$ cat config.mk
export PLATFORM = sky130hd
export DESIGN_NAME = button_conditioner
export DESIGN_NICKNAME = d
export VERILOG_FILES = /design/src/rtl/button_conditioner.sv
export SDC_FILE = /design/constraint.sdc
export NUM_CORES = 1
export LEC_CHECK = 0
export CORE_UTILIZATION = 50
export CTS_CLUSTER_SIZE = 12
export DETAILED_ROUTE_END_ITERATION = 16
export HOLD_SLACK_MARGIN = 0.12
export PLACE_DENSITY = 0.64
export SLEW_MARGIN = 15
export SYNTH_ARGS = -nofsm -noshare
export SYNTH_HDL_FRONTEND = slang
export SYNTH_SLANG_ARGS = --single-unit
$ cat constraint.sdc
create_clock -name clk -period 3.4 [get_ports clk]
set_input_delay 1.02 -clock clk [delete_from_list [all_inputs] [get_ports clk]]
set_output_delay 1.02 -clock clk [all_outputs]
set_load 0.01 [all_outputs]
$ cat src/rtl/button_conditioner.sv
// Multi-channel push-button front end: per channel a 2-FF synchroniser, debouncer,
// press/release edge pulses, long-press detection and optional auto-repeat.
module button_conditioner #(
  parameter int N_CH            = 4,
  parameter bit ACTIVE_LOW      = 1'b0,
  parameter int DEBOUNCE_CYCLES = 2000000,
  parameter int LONG_CYCLES     = 100000000,
  parameter int REPEAT_CYCLES   = 20000000,
  parameter bit REPEAT_EN       = 1'b1
) (
  input  logic            clk,
  input  logic            rst_n,
  input  logic [N_CH-1:0] pb_in,
  output logic [N_CH-1:0] db_level,
  output logic [N_CH-1:0] press_pulse,
  output logic [N_CH-1:0] release_pulse,
  output logic [N_CH-1:0] long_pulse,
  output logic [N_CH-1:0] repeat_pulse
);

  localparam int DB_W     = $clog2(DEBOUNCE_CYCLES);
  localparam int HOLD_MAX = (LONG_CYCLES > REPEAT_CYCLES) ? LONG_CYCLES : REPEAT_CYCLES;
  localparam int HOLD_W   = $clog2(HOLD_MAX);

  localparam logic [DB_W-1:0]   DB_LAST   = DB_W'(DEBOUNCE_CYCLES - 1);
  localparam logic [HOLD_W-1:0] LONG_LAST = HOLD_W'(LONG_CYCLES - 1);
  localparam logic [HOLD_W-1:0] REP_LAST  = HOLD_W'(REPEAT_CYCLES - 1);

  typedef enum logic [1:0] {
    IDLE   = 2'd0,
    HELD   = 2'd1,
    REPEAT = 2'd2
  } state_t;

  logic [N_CH-1:0] raw;
  logic [N_CH-1:0] sync_p0;
  logic [N_CH-1:0] sync_p1;

  // Polarity is normalised before the synchroniser so that reset (0) always means released.
  assign raw = pb_in ^ {N_CH{ACTIVE_LOW}};

  // Stage p0/p1: metastability synchroniser
  always_ff @(posedge clk or negedge rst_n) begin
    if (!rst_n) begin
      sync_p0 <= '0;
      sync_p1 <= '0;
    end else begin
      sync_p0 <= raw;
      sync_p1 <= sync_p0;
    end
  end

  for (genvar i = 0; i < N_CH; i++) begin : g_ch
    logic [DB_W-1:0]   db_cnt;
    logic              db_q;
    logic              press_q;
    logic              release_q;
    logic [HOLD_W-1:0] hold_cnt;
    state_t            state;
    logic              long_q;
    logic              repeat_q;
    logic              accept;

    assign accept = (sync_p1[i] != db_q) && (db_cnt == DB_LAST);

    // Stage p2: debounce and edge pulses
    always_ff @(posedge clk or negedge rst_n) begin
      if (!rst_n) begin
        db_cnt    <= '0;
        db_q      <= 1'b0;
        press_q   <= 1'b0;
        release_q <= 1'b0;
      end else begin
        press_q   <= 1'b0;
        release_q <= 1'b0;
        if (sync_p1[i] == db_q) begin
          db_cnt <= '0;
        end else if (db_cnt == DB_LAST) begin
          db_cnt    <= '0;
          db_q      <= sync_p1[i];
          press_q   <= sync_p1[i];
          release_q <= ~sync_p1[i];
        end else begin
          db_cnt <= db_cnt + DB_W'(1);
        end
      end
    end

    // Hold-time FSM runs in parallel with the debouncer, keyed off the same accept edge,
    // so long_pulse lands exactly LONG_CYCLES after press_pulse.
    always_ff @(posedge clk or negedge rst_n) begin
      if (!rst_n) begin
        state    <= IDLE;
        hold_cnt <= '0;
        long_q   <= 1'b0;
        repeat_q <= 1'b0;
      end else begin
        long_q   <= 1'b0;
        repeat_q <= 1'b0;
        if (accept && db_q) begin
          // Release takes priority over a coincident long/repeat terminal count.
          state    <= IDLE;
          hold_cnt <= '0;
        end else begin
          case (state)
            IDLE: begin
              if (accept) begin
                state    <= HELD;
                hold_cnt <= '0;
              end
            end
            HELD: begin
              if (hold_cnt == LONG_LAST) begin
                long_q   <= 1'b1;
                hold_cnt <= '0;
                state    <= REPEAT;
              end else begin
                hold_cnt <= hold_cnt + HOLD_W'(1);
              end
            end
            REPEAT: begin
              if (REPEAT_EN) begin
                if (hold_cnt == REP_LAST) begin
                  repeat_q <= 1'b1;
                  hold_cnt <= '0;
                end else begin
                  hold_cnt <= hold_cnt + HOLD_W'(1);
                end
              end
            end
            default: begin
              state    <= IDLE;
              hold_cnt <= '0;
            end
          endcase
        end
      end
    end

    assign db_level[i]      = db_q;
    assign press_pulse[i]   = press_q;
    assign release_pulse[i] = release_q;
    assign long_pulse[i]    = long_q;
    assign repeat_pulse[i]  = REPEAT_EN ? repeat_q : 1'b0;
  end

endmodule

==> impl_metrics.env, run 1 <==
export IMPL_status="completed"
export IMPL_netlist_area_leader_share_pct=46.70
export IMPL_layout_setup_ws_ns=0.3947
export IMPL_startpoint_type="register"
export IMPL_synth_cells=1331
export IMPL_ioPinCount=26
export IMPL_syn_to_final_growth_pct=11.57
export IMPL_tightest_slew_ns=0.8215
export IMPL_drv_slew=0
export IMPL_fin_area_um2=13630
export IMPL_drcViolationCount=0
export IMPL_cts_tree="yes"
export IMPL_drt_initial_drc_count=609
export IMPL_clk_latency_ns=0.52
export IMPL_ant_nets=0
export IMPL_htreeDepth=1
export IMPL_nets=1369
export IMPL_seqCellArea_um2=5705
export IMPL_rows=56
export IMPL_layout_drive_gt1_share_pct=6.917
export IMPL_clkSinkCount=228
export IMPL_post_cts_setup_buffer_count=0
export IMPL_fin_tns_setup_ns=0
export IMPL_dp_hpwl_um=16570
export IMPL_setup_viol=0
export IMPL_grt_max_degree=81
export IMPL_skew_ns=0.01257
export IMPL_cts_repair_resized=0
export IMPL_slew_headroom_pct=45.24
export IMPL_multi_input_area_um2=6058
export IMPL_die_area_um2=25060
export IMPL_finalPower_mw=5.736
export IMPL_die_height_um=158.3
export IMPL_period_needed_ns=3.005
export IMPL_synthTopCellsByCount="dfrtp_1, nand3_1, nand2_1, nor2_1, xor2_1"
export IMPL_async_flop_share_pct=100.0
export IMPL_cts_buffers=26
export IMPL_firstDrtPassIters=6
export IMPL_die_w_um=158.3
export IMPL_cellPowerDensity_nw_per_um2=420.8
export IMPL_placed_cell_area_um2=12720
export IMPL_port_buffers=25
export IMPL_hold_depth=0
export IMPL_synth_area_um2=12220
export IMPL_start_util_pct=51.58
export IMPL_finalCritPeriodShare_pct=88.39
export IMPL_ys_flop_type="dfrtp_1"
export IMPL_antennaDiodeCount=0
export IMPL_min_delay_start="sync_p0[3]"
export IMPL_peakVddDrop_uv=384.7
export IMPL_clk_path_buf_depth=3
export IMPL_yosys_top_cells_area="dfrtp_1, nand3_1, nand2_1"
export IMPL_hold_class="register to register"
export IMPL_rrSetupSlack_ns=0.39
export IMPL_synth_most_common_cell="dfrtp_1"
export IMPL_ys_ff_latch=228
export IMPL_r2r_end="g_ch[3].hold_cnt[5]"
export IMPL_clk_pin_slew_worst_paths_ns=0.06
export IMPL_critical_path_required_ns=3.78
export IMPL_fill_cells=2106
export IMPL_root_buffer="clkbuf_16"
export IMPL_postCtsHoldBufs=0
export IMPL_r2r_start="g_ch[3].hold_cnt[9]"
export IMPL_cp_end_kind="register"
export IMPL_synth_fp_nets=1361
export IMPL_syn_area_per_cell_um2=9.179
export IMPL_antenna_found_initial=0
export IMPL_pre_cts_slack_ns=0.1495
export IMPL_stdcell_count=1678
export IMPL_core_um2=23680
export IMPL_rsz0062_at_grt="false"
export IMPL_fmax_mhz=332.8
export IMPL_synth_edf_count=0
export IMPL_crit_fanout=19
export IMPL_routabilityCongestion=0.8364
export IMPL_grt_pass1_wl_um=43340
export IMPL_hold_viol=0
export IMPL_post_synth_top_area_cell="dfrtp_1"
export IMPL_crit_arrival_ns=3.38
export IMPL_synth_seq_area_share_pct=46.70
export IMPL_crit_type="register to register"
export IMPL_p_leak_nw=5.693
export IMPL_yosysWarnings=0
export IMPL_grtUsageTotal_pct=20.72
export IMPL_num_vias=9727
export IMPL_wl_per_cell_um=14.85
export IMPL_routed_via_density=5.797
export IMPL_grt_pass1_vias=9123
export IMPL_maxCapViolCount=0
export IMPL_dp_cells=1630
export IMPL_wl_um=24920
export IMPL_synth_distinct_cells=63
export IMPL_overflow=0
export IMPL_hold_end="sync_p1[3]"
export IMPL_rr_worst_depth=6
sequential cells by signal, summed over array words and instances (netlist names):
signal / cells
g_ch.db_cnt: 84
g_ch.db_q: 4
g_ch.hold_cnt: 108
g_ch.long_q: 4
g_ch.press_q: 4
g_ch.release_q: 4
g_ch.repeat_q: 4
g_ch.state: 8
sync_p0: 4
sync_p1: 4
worst max-delay path, stage by stage, from the launching register on:
cell,delay (ns)
dfrtp_1,0.45
or4b_2,0.65
or4_1,0.56
o21ai_0,0.41
a211o_2,0.44
buf_4,0.23
o311ai_0,0.13
worst max path at each step:
stage	start	to	slack [ns]	cells past startpoint
floorplan	g_ch[3].db_cnt[16]	g_ch[3].hold_cnt[11]	0.73	6
CTS	g_ch[3].hold_cnt[9]	g_ch[3].hold_cnt[5]	0.15	6
global route	g_ch[3].hold_cnt[9]	g_ch[3].hold_cnt[5]	0.25	6
detailed placement	g_ch[3].hold_cnt[9]	g_ch[3].hold_cnt[5]	0.15	6
finish	g_ch[3].hold_cnt[9]	g_ch[3].hold_cnt[5]	0.39	6
global placement	g_ch[3].hold_cnt[9]	g_ch[3].hold_cnt[4]	0.30	6
report_power, final:
part	internal [mW]	total, mW	leakage [nW]	switching, mW
clock	1.79	2.89	0.454	1.09
sequential	2.73	2.74	3.16	0.0136
combinational	0.0259	0.107	2.08	0.0806
layer usage:
metal	global-route usage, %	share of wire [%]	vias up
met3	2.831	3.3	34
met4	4.304	1.6	0
li1	-	-	4846
met2	34.15	46	135
met1	29.15	49	4712
met5	0	0	-
logic make-up (layout without fill, tap and decap cells):
family	count (synthesis)	count (layout)	synth area share, %
muxes	5	5	0.4506
buffers and inverters	101	129	3.810
adders and majority gates	24	24	2.458
and+or+nand+nor	736	736	31.49
AOI/OAI and AO/OA	161	161	9.638
xor gates and xnor gates	76	76	5.449
DFF	228	228	46.70
final cells by class:
type	instances	share of cell area [%]
repair buffers	41	3.029
clock inverters	8	0.6609
clock buffers	40	5.976
flip-flops and latches	228	41.86
well taps	319	2.928
multi-input cells	1002	44.45
inverters	40	1.102
layout by cell type (no fill, tap or decap), drive strengths merged, types with 23 or more instances in the layout:
| master | n |
|---|---|
| dfrtp | 228 |
| nand3 | 177 |
| nand2 | 168 |
| nor2 | 111 |
| xor2 | 54 |
| or3 | 51 |
| nand4 | 49 |
| inv | 40 |
| clkbuf | 40 |
| o21ai | 38 |
| and3 | 36 |
| or4 | 33 |
| ha | 24 |
| clkdlybuf4s50 | 24 |
| o311ai | 23 |
per-stage QoR:
step	hold slack, ns	utilization (%)
finish	0.3469	57.55
detailed placement	0.3347	53.73
global placement	0.3325	53.70
global route	0.3537	57.55
CTS	0.3477	57.55
floorplan	0.3312	-
Note: power is estimated with default switching activity, not from simulation.
==> run 2: changes to the inputs <==
--- a/config.mk
+++ b/config.mk
@@ -5,11 +5,11 @@
 export SDC_FILE = /design/constraint.sdc
 export NUM_CORES = 1
 export LEC_CHECK = 0
-export CORE_UTILIZATION = 50
+export CORE_UTILIZATION = 60
 export CTS_CLUSTER_SIZE = 12
 export DETAILED_ROUTE_END_ITERATION = 16
 export HOLD_SLACK_MARGIN = 0.12
-export PLACE_DENSITY = 0.64
+export PLACE_DENSITY = 0.75
 export SLEW_MARGIN = 15
 export SYNTH_ARGS = -nofsm -noshare
 export SYNTH_HDL_FRONTEND = slang
==> run 2 against run 1 <==
  * Routed wire length shrank 0.19%
  * Worst hold slack hardly changed
  * Combinational power hardly changed
  * Total power decreased by 2.8%
  * Critical path depth increased by 1
  * Clock skew is 0.0018 ns higher
  * Fmax decreased by 6.8%
==> impl_metrics.env, run 2 (synthesized netlist as in run 1, its figures left out) <==
export IMPL_post_cts_setup_buffer_count=0
export IMPL_p_leak_nw=5.655
export IMPL_grt_pass1_wl_um=43340
export IMPL_min_delay_start="sync_p0[2]"
export IMPL_grtUsageTotal_pct=25.12
export IMPL_setup_viol=0
export IMPL_r2r_end="g_ch[3].hold_cnt[8]"
export IMPL_clk_path_buf_depth=3
export IMPL_rows=51
export IMPL_dp_hpwl_um=16320
export IMPL_antennaDiodeCount=0
export IMPL_wl_um=24870
export IMPL_root_buffer="clkbuf_16"
export IMPL_cts_buffers=26
export IMPL_grt_max_degree=76
export IMPL_cellPowerDensity_nw_per_um2=413.5
export IMPL_die_w_um=144.7
export IMPL_drt_initial_drc_count=549
export IMPL_layout_commonest_cell="dfrtp_1"
export IMPL_r2r_start="g_ch[3].hold_cnt[9]"
export IMPL_drcViolationCount=0
export IMPL_crit_fanout=17
export IMPL_postCtsHoldBufs=0
export IMPL_overflow=0
export IMPL_start_util_pct=61.96
export IMPL_globalRouteMet1Util_pct=35.16
export IMPL_hold_viol=0
export IMPL_port_buffers=25
export IMPL_core_um2=19720
export IMPL_crit_end="g_ch[3].hold_cnt[8]"
export IMPL_maxCapViolCount=0
export IMPL_cp_end_kind="register"
export IMPL_rr_worst_depth=7
export IMPL_drv_slew=0
export IMPL_tightest_slew_ns=0.8839
export IMPL_syn_to_final_growth_pct=10.43
export IMPL_cts_tree="yes"
export IMPL_finalCritPeriodShare_pct=94.80
export IMPL_antenna_found_initial=0
export IMPL_routabilityCongestion=0.8366
export IMPL_reg_largest_list="g_ch.hold_cnt x108, g_ch.db_cnt x84, g_ch.state x8"
export IMPL_rrSetupSlack_ns=0.18
export IMPL_startpoint_type="register"
export IMPL_crit_arrival_ns=3.62
export IMPL_die_area_um2=20940
export IMPL_rsz0062_at_grt="false"
export IMPL_nets=1370
export IMPL_gr_usage_met2_pct=41.32
export IMPL_grt_util_met3_pct=3.225
export IMPL_largest_reg_flops=108
export IMPL_critical_path_required_ns=3.79
export IMPL_clk_latency_ns=0.53
export IMPL_layout_common_cells="dfrtp_1, nand3_1, nand2_1"
export IMPL_htreeDepth=1
export IMPL_fin_tns_setup_ns=0
export IMPL_wl_per_cell_um=15.35
export IMPL_die_height_um=144.7
export IMPL_clkSinkCount=228
export IMPL_peakVddDrop_uv=405.9
export IMPL_layout_drive_gt1_share_pct=6.494
export IMPL_fmax_mhz=310.3
export IMPL_placed_cell_area_um2=12660
export IMPL_firstDrtPassIters=5
export IMPL_ant_nets=0
export IMPL_skew_ns=0.01438
export IMPL_grt_busiest_layer="met2"
export IMPL_ioPinCount=26
export IMPL_startpoint="g_ch[3].hold_cnt[9]"
export IMPL_routed_via_density=6.084
export IMPL_grt_pass1_vias=9378
export IMPL_cts_repair_resized=0
export IMPL_crit_type="register to register"
export IMPL_fin_area_um2=13490
export IMPL_slew_headroom_pct=41.07
export IMPL_top_register="g_ch.hold_cnt"
export IMPL_hold_class="register to register"
export IMPL_status="completed"
export IMPL_num_vias=9856
export IMPL_period_needed_ns=3.223
export IMPL_clk_pin_slew_worst_paths_ns=0.06
==> run 2: how the worst min path moves through the flow <==
stage | end | cells past startpoint | slack, ns
2_1_floorplan | sync_p1[0] | 0 | 0.33
3_3_place_gp | sync_p1[0] | 0 | 0.33
3_5_place_dp | sync_p1[2] | 0 | 0.33
4_1_cts | sync_p1[2] | 0 | 0.35
5_1_grt | sync_p1[2] | 0 | 0.36
6_report | sync_p1[2] | 0 | 0.35
==> run 2: through the flow <==
stage / hold WS [ns] / setup slack [ns] / cells / utilization [%] / total power, mW
global route: 0.3600 / 0.001145 / 1620 / 68.42 / 5.754
global placement: 0.3326 / 0.3624 / 1577 / 64.19 / 2.905
detailed placement: 0.3347 / 0.3293 / 1577 / 64.19 / 2.906
CTS: 0.3479 / 0.2993 / 1620 / 68.38 / 5.630
finish: 0.3466 / 0.1769 / 1620 / 68.42 / 5.578
floorplan: 0.3312 / 0.7350 / 1331 / - / 2.827
==> run 2: where the power goes <==
group / switching (mW) / internal [mW] / total, mW
Sequential: 0.0135 / 2.73 / 2.74
Clock: 1.08 / 1.65 / 2.73
Combinational: 0.0802 / 0.0276 / 0.108
==> run 2: area by class of cell <==
class                   instances  area, µm²
fillers                      1500       6227
multi-input cells            1002       6057
flip-flops and latches        228       5705
clock buffers                  35      735.7
repair buffers                 42      420.4
well taps                     265      331.6
inverters                      40      150.1
clock inverters                 8      90.09
==> run 2: per-layer routing <==
layer  share of wire (%)  up-vias
li1                    -     4831
met1                  47     4791
met2                  47      197
met3                 4.2       37
met4                 1.6        0
met5                   0        -
==> run 2: critical path, stage by stage (launching register included) <==
cell	delay, ns
dfrtp_1	0.45
or4b_2	0.64
or4_1	0.58
o21ai_0	0.41
a211o_1	0.55
buf_4	0.28
or3_1	0.11
o21ai_0	0.07
==> run 3: changes to the inputs <==
--- a/config.mk
+++ b/config.mk
@@ -5,12 +5,13 @@
 export SDC_FILE = /design/constraint.sdc
 export NUM_CORES = 1
 export LEC_CHECK = 0
-export CORE_UTILIZATION = 60
+export CORE_UTILIZATION = 59
 export CTS_CLUSTER_SIZE = 12
 export DETAILED_ROUTE_END_ITERATION = 16
 export HOLD_SLACK_MARGIN = 0.12
-export PLACE_DENSITY = 0.75
+export PLACE_DENSITY = 0.74
 export SLEW_MARGIN = 15
 export SYNTH_ARGS = -nofsm -noshare
 export SYNTH_HDL_FRONTEND = slang
 export SYNTH_SLANG_ARGS = --single-unit
+export TNS_END_PERCENT = 30
==> run 3 against run 2 <==
  * Flip-flop and latch count did not move
  * Combinational power barely moved
  * First-iteration DRC count fell by 0.18%
  * Fmax fell by 0.20%
  * Worst hold slack got worse by 0.00088 ns
  * Critical path depth did not move
  * Highest routed layer unchanged
==> impl_metrics.env, run 3 (synthesized netlist as in run 1, its figures left out) <==
export IMPL_clk_path_buf_depth=3
export IMPL_layout_drive_gt1_share_pct=6.444
export IMPL_finalPower_mw=5.413
export IMPL_wl_per_cell_um=15.59
export IMPL_routed_via_density=6.093
export IMPL_hold_class="register to register"
export IMPL_grt_max_degree=89
export IMPL_layout_common_cells="dfrtp_1, nand3_1, nand2_1"
export IMPL_fin_tns_setup_ns=0
export IMPL_setup_viol=0
export IMPL_maxCapViolCount=0
export IMPL_final_util_pct=66.32
export IMPL_fill_cells=1647
export IMPL_multi_input_area_um2=6057
export IMPL_period_needed_ns=3.230
export IMPL_seqCellArea_um2=5705
export IMPL_clkSinkCount=228
export IMPL_stdcell_count=1620
export IMPL_cts_buffers=25
export IMPL_largest_reg_flops=108
export IMPL_wl_met2_um=12120
export IMPL_dp_hpwl_um=16580
export IMPL_drt_initial_drc_count=548
export IMPL_syn_to_final_growth_pct=9.853
export IMPL_crit_type="register to register"
export IMPL_max_stage_delay_ns=0.65
export IMPL_ioPinCount=26
export IMPL_die_w_um=145.9
export IMPL_cp_top_family="simple AND/OR/NAND/NOR gates"
export IMPL_routabilityCongestion=0.8059
export IMPL_crit_arrival_ns=3.62
export IMPL_cts_repair_resized=0
export IMPL_peakVddDrop_uv=404.1
export IMPL_rows=52
export IMPL_firstDrtPassIters=5
export IMPL_postCtsHoldBufs=0
export IMPL_clk_pin_slew_worst_paths_ns=0.06
export IMPL_fmax_mhz=309.6
export IMPL_post_cts_setup_buffer_count=0
export IMPL_status="completed"
export IMPL_crit_path_top_delay_cell="or4b_2"
export IMPL_grtUsageTotal_pct=24.56
export IMPL_die_area_um2=21290
export IMPL_crit_fanout=17
export IMPL_hold_viol=0
export IMPL_port_buffers=25
export IMPL_met1_length_um=11900
export IMPL_num_vias=9871
export IMPL_ant_nets=0
export IMPL_core_um2=20230
export IMPL_cp_end_kind="register"
export IMPL_cts_tree="yes"
export IMPL_path_cells="or4b_2, or4_1, o21ai_0, a211o_1, buf_4, or3_1, o21ai_0"
export IMPL_slew_headroom_pct=22.12
export IMPL_wl_met3_um=784
export IMPL_startpoint_type="register"
export IMPL_clk_latency_ns=0.51
export IMPL_cellPowerDensity_nw_per_um2=403.3
export IMPL_start_util_pct=60.38
export IMPL_layout_commonest_cell="dfrtp_1"
export IMPL_die_height_um=145.9
export IMPL_drv_slew=0
export IMPL_dp_cells=1582
export IMPL_wl_um=25250
export IMPL_htreeDepth=1
export IMPL_path_buf_inv=1
export IMPL_skew_ns=0.008398
export IMPL_critical_path_required_ns=3.79
export IMPL_p_leak_nw=5.621
export IMPL_nets=1369
export IMPL_drcViolationCount=0
export IMPL_grt_pass1_wl_um=44570
export IMPL_tightest_slew_ns=1.168
export IMPL_rsz0062_at_grt="false"
export IMPL_grt_pass1_vias=9609
export IMPL_dr_max_layer_used="met4"
export IMPL_finalCritPeriodShare_pct=94.99
export IMPL_overflow=0
export IMPL_root_buffer="clkbuf_16"
export IMPL_hold_slack_ns=0.3458
export IMPL_reg_largest_list="g_ch.hold_cnt x108, g_ch.db_cnt x84, g_ch.state x8"
export IMPL_antennaDiodeCount=0
export IMPL_crit_top_cell="o21ai_0"
export IMPL_top_register="g_ch.hold_cnt"
export IMPL_antenna_found_initial=0
[run 3: changes by cell type in the layout (fill, tap and decap cells not counted), sizes merged]
cell	previous run	this run
clkbuf	35	31
bufinv	2	1
[run 3: routing by layer]
layer / global-route usage (%) / vias up
li1: - / 4845
met1: 33.75 / 4836
met2: 41.32 / 153
met3: 3.197 / 37
met4: 6.053 / 0
met5: 0 / -
[run 3: worst paths after layout]
check	from	to	slack, ns	cells after the start
worst max-delay path	g_ch[3].hold_cnt[9]	g_ch[3].hold_cnt[8]	0.17	7
worst min-delay path	sync_p0[1]	sync_p1[1]	0.35	0
worst max register to register	g_ch[3].hold_cnt[9]	g_ch[3].hold_cnt[8]	0.17	7
worst min register to register	sync_p0[1]	sync_p1[1]	0.35	0
max in group asynchronous	rst_n	g_ch[1].db_q	2.08	2
min in group asynchronous	rst_n	g_ch[2].db_cnt[18]	0.51	1
[run 3: report_power, final]
part           total [mW]  internal (mW)  switching (mW)
Sequential           2.74           2.73          0.0140
Clock                2.56           1.51            1.05
Combinational       0.108         0.0273          0.0811
[run 3: layout make-up]
type,instances,share of cell area (%)
multi-input combinational,1002,45.13
timing repair buffer,42,3.039
tap,270,2.517
clock buffer,31,5.202
clock inverter,7,0.4755
sequential,228,42.51
inverter,40,1.119
[run 3: stage by stage]
step                setup WS (ns)  cell area (µm²)
floorplan                  0.7350            12220
global placement           0.3724            12650
detailed placement         0.3134            12650
CTS                        0.3182            13410
global route              0.02917            13420
finish                     0.1703            13420
==> RTL change 1: new RTL, config.mk and constraints of run 3 <==
Re-encode `state_t` (3 states) as one-hot, 3 bits wide.
--- a/src/rtl/button_conditioner.sv
+++ b/src/rtl/button_conditioner.sv
@@ -28,6 +28,6 @@
 
-  typedef enum logic [1:0] {
-    IDLE   = 2'd0,
-    HELD   = 2'd1,
-    REPEAT = 2'd2
+  typedef enum logic [2:0] {
+    IDLE   = 3'b001,
+    HELD   = 3'b010,
+    REPEAT = 3'b100
   } state_t;
Formal check against the unedited RTL: no difference found for any inputs over 4 cycles, from zero or initial values and one cycle with rst_n low; so few cycles prove little.
==> RTL change 1 against run 3 <==
Core utilization grew 0.27 points. Clock skew grew 0.0035 ns. Global-route usage is 1.1 points lower. Clock power increased by 11%. Sequential power increased by 2%. Cell area hardly changed. Wire length down 4.3%. Total power is 6.3% higher. Non-clock buffer count down 1. Setup slack better by 0.36 ns. Final cell count decreased by 2.2%. Area after synthesis is 0.65% lower. Sequential cell count increased by 4. Largest cell class unchanged.
==> RTL change 1: results (changes against run 3) <==
Outcome:
- Run status: completed (unchanged).

Route:
- The wire length the detailed router placed on met1 is 11800 um (was 11900 um).
- The vias per cell is 5.98 (was 6.09).
- The initial detailed-routing violation count is 485 (was 548).
- The total wirelength of the detailed-routed design came to 24200 um (was 25300 um).

Placement:
- The pre-CTS setup slack is 0.605 ns (was 0.313 ns).
- The detailed placer's ending HPWL came to 15700 um (was 16600 um).

Timing:
- The slew at the pin closest to its max-slew limit is 0.956 ns (was 1.17 ns).

Global route:
- The largest net degree at the start of global routing is 86 (was 89).
- The global-route wire length before repair was 42100 um (was 44600 um).
- The global-route met3 utilization is 0.0304 (was 0.0320).

Logic synthesis:
- The share of synthesized area spent on multiplexers is 0.0102 (was 0.00451).
- Leading cell types by count after synthesis: 228 x sky130_fd_sc_hd__dfrtp_1, 136 x sky130_fd_sc_hd__nand2_1, 125 x sky130_fd_sc_hd__nor2_1, 117 x sky130_fd_sc_hd__nand3_1, 56 x sky130_fd_sc_hd__xor2_1 (was 228 x sky130_fd_sc_hd__dfrtp_1, 177 x sky130_fd_sc_hd__nand3_1, 168 x sky130_fd_sc_hd__nand2_1, 111 x sky130_fd_sc_hd__nor2_1, 54 x sky130_fd_sc_hd__xor2_1).
- The compound-cell area share of the yosys netlist came to 0.108 (was 0.0964).
- Main area contributors after synthesis: sky130_fd_sc_hd__dfrtp_1 47%, sky130_fd_sc_hd__nand3_1 4.8%, sky130_fd_sc_hd__nand2_1 4.2% (was sky130_fd_sc_hd__dfrtp_1 47%, sky130_fd_sc_hd__nand3_1 7.3%, sky130_fd_sc_hd__nand2_1 5.2%).
- The number of distinct standard cells referenced by the synthesized netlist came to 69 (was 63).
- The portion of the post-synthesis area used by sequential elements was 0.479 (was 0.467).

Setup path:
- The reg-to-reg critical path startpoint is g_ch[3].db_cnt[0] (was g_ch[3].hold_cnt[9]).
- The arrival time reported for the critical path endpoint is 3.28 ns (was 3.62 ns).
- The end of the worst register-to-register path is g_ch[3].hold_cnt[24] (was g_ch[3].hold_cnt[8]).
- The master of the slowest instance on the critical path is sky130_fd_sc_hd__nor4_1 (was sky130_fd_sc_hd__or4b_2).

Clock network:
- The number of clock buffers inserted by TritonCTS is 26 (was 25).

Finish:
- The count of fill cells added during filler insertion is 1603 (was 1647).

Pwr:
- The worst-case vdd ir drop was 364 uV (was 404 uV).
- The standby leakage power was 5.62 nW (about the same).
==> RTL change 1: through the flow <==
step,cell area [sq um],power (W),instances,hold slack [ns],utilization
2_1_floorplan,12100,0.00287,1288,0.331,-
3_3_place_gp,12500,0.00295,1538,0.334,0.622
3_5_place_dp,12500,0.00296,1538,0.336,0.622
4_1_cts,13400,0.00582,1585,0.349,0.666
5_1_grt,13400,0.00595,1585,0.352,0.666
6_report,13400,0.00575,1585,0.349,0.666
==> RTL change 1: critical path, delay by kind of cell, from the launching register on <==
kind                       cells  cell delay (ns)
and+or+nand+nor                3             0.97
buffers and inverters          1             0.28
AOI/OAI and AO/OA              3             0.89
adders and majority gates      1             0.22
DFF                            1             0.39
==> RTL change 1: area by class of cell <==
cell class	count	area [sq um]	share of cell area
clock buffers	40	805	0.0599
clock inverters	7	85.1	0.00633
inverters	19	71.3	0.00531
multi-input cells	976	5920	0.441
flip-flops and latches	232	5810	0.433
well taps	270	338	0.0252
repair buffers	41	400	0.0298
==> RTL change 2: new RTL, settings of run 3 <==
Made on the original files. `DEBOUNCE_CYCLES`: 2000000 -> 8000000.
--- a/src/rtl/button_conditioner.sv
+++ b/src/rtl/button_conditioner.sv
@@ -5,3 +5,3 @@
   parameter bit ACTIVE_LOW      = 1'b0,
-  parameter int DEBOUNCE_CYCLES = 2000000,
+  parameter int DEBOUNCE_CYCLES = 8000000,
   parameter int LONG_CYCLES     = 100000000,
Formal check against the unedited RTL: no difference found for any inputs over 4 cycles, from zero or initial values and one cycle with rst_n low; that may be too few to reach the edited logic, so the function may still have changed.
==> RTL change 2 against run 3 <==
Cell area increased by 5.4%. Setup slack improved by 0.36 ns. Sequential power increased by 4%. Total power increased by 10%. Wire length increased by 1.7%. Via count increased by 2.3%. Sequential cell count increased by 8. Area after synthesis increased by 4.4%. Sequential share of layout area decreased by 0.76 points. Largest power group is now clock.
==> RTL change 2: results (changes against run 3) <==
Logic synthesis:
- The net count after synthesis came to 1396 (was 1361).
- The average instance area after synthesis is 9.34 sq um (was 9.18 sq um).
- The post-synthesis cell area is 12800 sq um (was 12200 sq um).
- The number of distinct standard cells referenced by the synthesized netlist came to 75 (was 63).
- The total of flip-flops plus latches after synthesis is 236 (was 228).
- Leading cell types by count after synthesis: 236 x sky130_fd_sc_hd__dfrtp_1, 149 x sky130_fd_sc_hd__nand2_1, 145 x sky130_fd_sc_hd__nor2_1, 142 x sky130_fd_sc_hd__nand3_1, 54 x sky130_fd_sc_hd__nand4_1 (was 228 x sky130_fd_sc_hd__dfrtp_1, 177 x sky130_fd_sc_hd__nand3_1, 168 x sky130_fd_sc_hd__nand2_1, 111 x sky130_fd_sc_hd__nor2_1, 54 x sky130_fd_sc_hd__xor2_1).

Placement:
- The weighted congestion reported at the end of routability-driven placement is 0.861 (was 0.806).
- The total instance count after detailed placement is 1624 (was 1582).

Setup path:
- The master of the slowest instance on the critical path is sky130_fd_sc_hd__or4_4 (was sky130_fd_sc_hd__or4b_2).
- The delay contributed by the slowest stage of the critical path was 0.56 ns (was 0.65 ns).
- The arrival time reported for the critical path endpoint was 3.25 ns (was 3.62 ns).
- The reg-to-reg critical path startpoint is g_ch[2].db_cnt[14] (was g_ch[3].hold_cnt[9]).
- The largest fanout on the critical path is 23 (was 17).
- The worst-case reg-to-reg path depth is 8 (was 7).

Finish:
- The footprint of the multi-input gates is 6320 sq um (was 6060 sq um).
- The data-path buffer share of cell area in the final layout is 0.0340 (was 0.0304).
- The clock tree buffer count of the final layout is 36 (was 31).
- The count of non-CTS inverters in the layout was 45 (was 40).
- The count of fill cells added during filler insertion came to 1698 (was 1647).
- The register cell area after layout is 5910 sq um (was 5710 sq um).
- Regs by FF count: g_ch.hold_cnt (108), g_ch.db_cnt (92), g_ch.state (8) (was g_ch.hold_cnt (108), g_ch.db_cnt (84), g_ch.state (8)).

Global route:
- The global-route usage over all layers is 0.245 (was 0.246).
- The largest net degree at the start of global routing came to 86 (was 89).
- The met1 layer usage reported by global route came to 0.355 (was 0.338).
- The number of global-route vias before repair is 9635 (was 9609).
- The met2 usage is 0.390 (was 0.413).
- The global-route wire length before repair is 45600 um (was 44600 um).

Route:
- The vias per cell is 6.04 (was 6.09).
- The detailed-router iteration count before antenna repair is 6 (was 5).
- The wire length the detailed router placed on met1 is 12600 um (was 11900 um).
- The total length of routed met3 wires is 907 um (was 784 um).

Outcome:
- Run status: completed (unchanged).

Pwr:
- The power share of the sequential group is 0.478 (was 0.507).
- The switching power is 0.00122 W (was 0.00115 W).

Timing:
- The worst hold margin is 0.349 ns (was 0.346 ns).
- The worst-case clock skew is 0.0111 ns (was 0.00840 ns).

Min path:
- The sink of the worst hold path is sync_p1[2] (was sync_p1[1]).
RTL change 2: cell count changes after synthesis, sizes merged, moves of 9 or more:
cell,before,now
nand3,177,142
nor2,111,146
xnor2,22,48
nand2,168,150
or3,51,36
nor3,13,27
or4,33,20
xor2,54,42
o311ai,23,34
buf,24,34
and3,36,27
nor4,13,22
o211ai,19,10
RTL change 2: worst register-to-register path: cells and delay by family, from the launching register on:
family / cells / cell delay [ns]
buffers and inverters: 2 / 0.31
AO/OA/AOI/OAI: 2 / 0.24
AND/OR/NAND/NOR: 4 / 1.77
flip-flops: 1 / 0.42
RTL change 2: per-stage QoR:
stage | util | worst slack, ns
final | 0.671 | 0.532
after global placement | 0.626 | 0.289
after CTS | 0.670 | 0.214
after detailed placement | 0.626 | 0.241
after global routing | 0.671 | 0.304
after floorplan | - | 0.909
RTL change 2: cell families after synthesis:
logic type / synth area share
buf+inv: 0.0425
flops: 0.463
mux: 0.00667
xor+xnor: 0.0618
compound gates: 0.117
simple gates: 0.286
fa+ha+maj: 0.0235
